===== src/rtl/cnn_input_framer.sv =====
// cnn_input_framer: gates raw ADC samples into fixed-length windows of offset-removed,
// saturated fixed-point samples for the CNN input, with a one-deep output register.
module cnn_input_framer #(
  parameter int ADC_WIDTH   = 16,
  parameter int DATA_WIDTH  = 32,
  parameter int FRACTION    = 24,
  parameter int WINDOW_SIZE = 254,
  parameter int OFFSET      = 0
) (
  input  logic                  clk,
  input  logic                  rst,
  input  logic                  start,
  input  logic                  adc_valid,
  input  logic [ADC_WIDTH-1:0]  adc_data,
  output logic                  adc_ready,
  output logic                  out_valid,
  output logic [DATA_WIDTH-1:0] out_data,
  output logic                  out_last,
  input  logic                  out_ready,
  output logic                  busy,
  output logic                  window_done,
  output logic [15:0]           drop_count
);
  localparam logic [1:0] IDLE = 2'd0, STREAM = 2'd1, FLUSH = 2'd2;
  localparam int SH = FRACTION - (ADC_WIDTH - 1);
  localparam int CW = $clog2(WINDOW_SIZE);
  localparam logic signed [ADC_WIDTH:0] OFF = (ADC_WIDTH + 1)'(OFFSET);
  localparam logic [CW-1:0] LAST_IDX = CW'(WINDOW_SIZE - 1);

  if (ADC_WIDTH - 1 > FRACTION || FRACTION >= DATA_WIDTH || WINDOW_SIZE < 2) begin : g_bad_params
    $error("cnn_input_framer: illegal parameter combination");
  end

  logic [1:0]            state_q, state_d;
  logic [CW-1:0]         cnt_q, cnt_d;
  logic [15:0]           drop_q, drop_d;
  logic                  ov_q, ov_d, ol_q, ol_d;
  logic [DATA_WIDTH-1:0] od_q, od_d, conv;
  logic signed [ADC_WIDTH:0]   diff;
  logic signed [ADC_WIDTH-1:0] sat;
  logic accept, is_last;

  // one guard bit catches overflow of the offset subtraction
  assign diff = $signed({adc_data[ADC_WIDTH-1], adc_data}) - OFF;
  assign sat  = (diff[ADC_WIDTH] ^ diff[ADC_WIDTH-1]) ? {diff[ADC_WIDTH], {(ADC_WIDTH-1){~diff[ADC_WIDTH]}}}
                                                      : diff[ADC_WIDTH-1:0];
  assign conv = DATA_WIDTH'(sat) << SH;

  assign adc_ready   = rst ? 1'b0 : state_q == IDLE ? 1'b1 : state_q == STREAM ? (!ov_q || out_ready) : 1'b0;
  assign accept      = state_q == STREAM && adc_valid && adc_ready;
  assign is_last     = cnt_q == LAST_IDX;
  assign window_done = !rst && state_q == FLUSH && ov_q && out_ready && ol_q;
  assign out_valid   = ov_q;
  assign out_data    = od_q;
  assign out_last    = ol_q;
  assign busy        = state_q != IDLE;
  assign drop_count  = drop_q;

  always_comb begin
    state_d = state_q;
    cnt_d   = cnt_q;
    drop_d  = drop_q;
    ov_d    = ov_q;
    ol_d    = ol_q;
    od_d    = od_q;
    if (state_q == IDLE) begin
      if (adc_valid && drop_q != 16'hFFFF) drop_d = drop_q + 16'd1;
      if (start) begin
        state_d = STREAM;
        cnt_d   = '0;
      end
    end
    if (accept) begin
      ov_d  = 1'b1;
      od_d  = conv;
      ol_d  = is_last;
      cnt_d = cnt_q + 1'b1;
      if (is_last) state_d = FLUSH;
    end else if (ov_q && out_ready) begin
      ov_d = 1'b0;
      ol_d = 1'b0;
    end
    if (window_done) state_d = IDLE;
  end

  always_ff @(posedge clk) begin
    if (rst) begin
      state_q <= IDLE;
      cnt_q   <= '0;
      drop_q  <= '0;
      ov_q    <= 1'b0;
      ol_q    <= 1'b0;
      od_q    <= '0;
    end else begin
      state_q <= state_d;
      cnt_q   <= cnt_d;
      drop_q  <= drop_d;
      ov_q    <= ov_d;
      ol_q    <= ol_d;
      od_q    <= od_d;
    end
  end
endmodule


===== config.mk =====
export PLATFORM = sky130hd
export DESIGN_NAME = cnn_input_framer
export DESIGN_NICKNAME = d
export VERILOG_FILES = /design/src/rtl/cnn_input_framer.sv
export SDC_FILE = /design/constraint.sdc
export NUM_CORES = 1
export LEC_CHECK = 0
export CAP_MARGIN = 20
export CORE_MARGIN = 2
export CORE_UTILIZATION = 35
export CTS_CLUSTER_SIZE = 25
export DETAILED_ROUTE_END_ITERATION = 8
export SETUP_SLACK_MARGIN = 0.02
export SLEW_MARGIN = 10
export SYNTH_ARGS = -nofsm -noshare
export SYNTH_HDL_FRONTEND = slang
export SYNTH_SLANG_ARGS = --single-unit

===== constraint.sdc =====
create_clock -name clk -period 2.55 [get_ports clk]
set_input_delay 0.255 -clock clk [delete_from_list [all_inputs] [get_ports clk]]
set_output_delay 0.255 -clock clk [all_outputs]
set_load 0.01 [all_outputs]

==> flow_summary_export.csv <==
group,metric,value,unit
worst_setup_path,crit_fanout,8,
sta,fmax,466,MHz
flow_run,drv_cap,0,
power_and_ir_drop,total_power,1.37,mW
logic_synthesis,async_flop_share,0,
floorplan,die_area,6640,um2
logic_synthesis,yosysWarnings,0,
cts,cts_made_buffers,5,
grt,overflow,0,
cts,cts_sinks,44,
routing,viasPerCell,5.23,
routing,drc_errors,0,
cts,cts_hold_buf,0,
cts,htreeDepth,2,
finish,fin_nets,341,
worst_setup_path,critPathArrivalTime,1.89,ns
logic_synthesis,syn_avg_cell_area,8.18,um2
sta,drv_slew,0,
routing,drtIter0Drc,63,
sta,setup_violations,0,
cts,cts_buffer_depth,2,
floorplan,die_width,81.5,um
placed_design,io_buffers,64,
finish,final_cells,393,
finish,layout_common_cells,"clkdlybuf4s50_1 (64), nand2_1 (44), dfxtp_1 (44)",
cts,path_clk_slew,0.08,ns
sta,finalHoldViolCount,0,
logic_synthesis,synth_area,2100,um2
grt,grt_pass1_wl,8400,um
placed_design,place.gp.congestion,0.806,
cts,postCtsSetupBuffers,0,
placed_design,hpwl,3720,um
finish,area_growth,35.6,%
sta,clock_skew,0.0111,ns
logic_synthesis,yosysTopAreaCellShare,0.419,
finish,n_fill_cell,563,
finish,final_common_cell,"clkdlybuf4s50_1",
finish,drive_gt1_frac,0.0912,
cts,cts_tree,"yes",
logic_synthesis,synth_top_area_cell,"dfxtp_1",
worst_hold_path,holdCritPathClass,"reg -> reg",
finish,utilization,0.487,
power_and_ir_drop,ir_drop,0.000303,V
cts,post_cts_resized,0,
logic_synthesis,synth_area_leaders,"dfxtp_1 (42%), a21oi_1 (8.8%), nand2_1 (7.9%)",
floorplan,core_area,5850,um2
floorplan,start_util,0.359,
sta,period_share,0.842,
logic_synthesis,synthFlopType,"dfxtp_1",
cts,clk_latency,0.29,ns
grt,grt_antenna_before_repair,0,
worst_setup_path,worstPathRequired,2.30,ns
run_status,status,"finished, final reports clean",
worst_setup_path,path_class,"reg -> out",
sta,max-slew-margin-rel,0.639,
logic_synthesis,synth.ff_latch_count,44,
sta,tightest_slew,0.536,ns
finish,num_antenna_cells,0,
grt,globalRouteTotalUtil,0.160,
logic_synthesis,synth_edf_count,0,
routing,routedWlPerCell,13.0,um
placed_design,placed_cells,385,
power_and_ir_drop,power.density,479,nW/um2
sta,rsz0062_at_grt,"no",
routing,vias,2056,
routing,firstDrtPassIters,4,
floorplan,ios,74,
grt,grt_pass1_vias,1840,
logic_synthesis,synth_cells,257,
logic_synthesis,synth_cell_types,41,
sta,layout_min_cycle_time,2.15,ns
worst_setup_path,start_kind,"register",
floorplan,die_height,81.5,um
cts,clock-root-buffer,"clkbuf_8",
floorplan,rows,28,
logic_synthesis,ys_seq_area_frac,0.419,
power_and_ir_drop,power_leakage,0.927,nW
grt,grt_max_degree,25,
sta,finalSetupTns,0,ns
routing,detail-route-antenna-nets,0,
routing,routed_wl,5120,um
worst_setup_path,end_kind,"output pin",
==> critical path: stages, from the launching register on <==
cell and delay [ns]:
dfxtp_1 0.50, nand2_1 0.10, nor4_1 0.38, clkdlybuf4s50_1 0.63
==> flip-flops by register name, summed over array words and instances (netlist names) <==
signal      flops
drop_count     16
out_data       16
state_q         2
cnt_q           8
out_valid       1
out_last        1
==> logic make-up (layout without fill, tap and decap cells) <==
| kind of cell | Yosys count | in the layout | share of synthesized area |
|---|---|---|---|
| AND/OR/NAND/NOR | 113 | 113 | 0.285 |
| AO/OA/AOI/OAI | 61 | 61 | 0.165 |
| flip-flops | 44 | 44 | 0.419 |
| buffers and inverters | 32 | 85 | 0.0982 |
| adder cells (fa/ha/maj) | 3 | 3 | 0.0179 |
| XOR/XNOR | 2 | 2 | 0.00833 |
| other | 1 | 9 | 0.00178 |
| multiplexers | 1 | 1 | 0.00536 |
==> Yosys cell counts (2+ instances only) <==
cell      count
dfxtp_1      44
nand2_1      44
a21oi_1      37
buf_4        17
nor2_1       11
nand4_1       8
o21ai_0       8
nor3_1        7
or4_1         7
clkbuf_1      6
nand3_1       6
o31ai_1       6
nor4_1        5
a211oi_1      4
or3_1         4
and3_1        3
ha_1          3
inv_1         3
or2_2         3
a31oi_1       2
buf_2         2
clkbuf_8      2
nand3b_1      2
nor2b_1       2
o311ai_0      2
or3_2         2
or4_2         2
or4_4         2
==> per-stage QoR <==
| step | hold WS, ns | area, um2 | worst slack [ns] |
|---|---|---|---|
| after floorplan | 0.348 | 2130 | 0.681 |
| after global placement | 0.443 | 2740 | 0.392 |
| after detailed placement | 0.446 | 2740 | 0.358 |
| after CTS | 0.458 | 2850 | 0.400 |
| after global routing | 0.477 | 2850 | 0.266 |
| final | 0.455 | 2850 | 0.404 |
==> power by group <==
part | internal (mW) | leakage [nW] | switching, mW | total, mW
logic | 0.0732 | 0.516 | 0.0645 | 0.138
registers | 0.698 | 0.356 | 0.0115 | 0.710
clock network | 0.291 | 0.0552 | 0.228 | 0.519
==> final timing paths <==
check	from	end	slack [ns]	cells after the start
max	state_q[1]	window_done	0.40	3
min	out_data[10]	out_data[10]	0.45	2
max reg2reg	drop_count[7]	drop_count[15]	0.52	4
min reg2reg	out_data[10]	out_data[10]	0.45	2
==> per-layer routing <==
metal  vias to the layer above  track usage  routed length (um)
li1                       1023            -                   -
met1                       961        0.204                2270
met5                         -            0                   0
met4                         0       0.0542                  53
met3                         4       0.0462                 384
met2                        68        0.260                2400
==> cell type report <==
| cell class | count | area, um2 | area share |
|---|---|---|---|
| timing repair buffer | 73 | 708 | 0.248 |
| sequential | 44 | 881 | 0.309 |
| clock inverter | 2 | 35.0 | 0.0123 |
| multi-input combinational | 189 | 1040 | 0.367 |
| inverter | 4 | 15.0 | 0.00527 |
| clock buffer | 6 | 72.6 | 0.0255 |
| tap | 75 | 93.8 | 0.0329 |
Note: power is estimated with default switching activity, not from simulation.
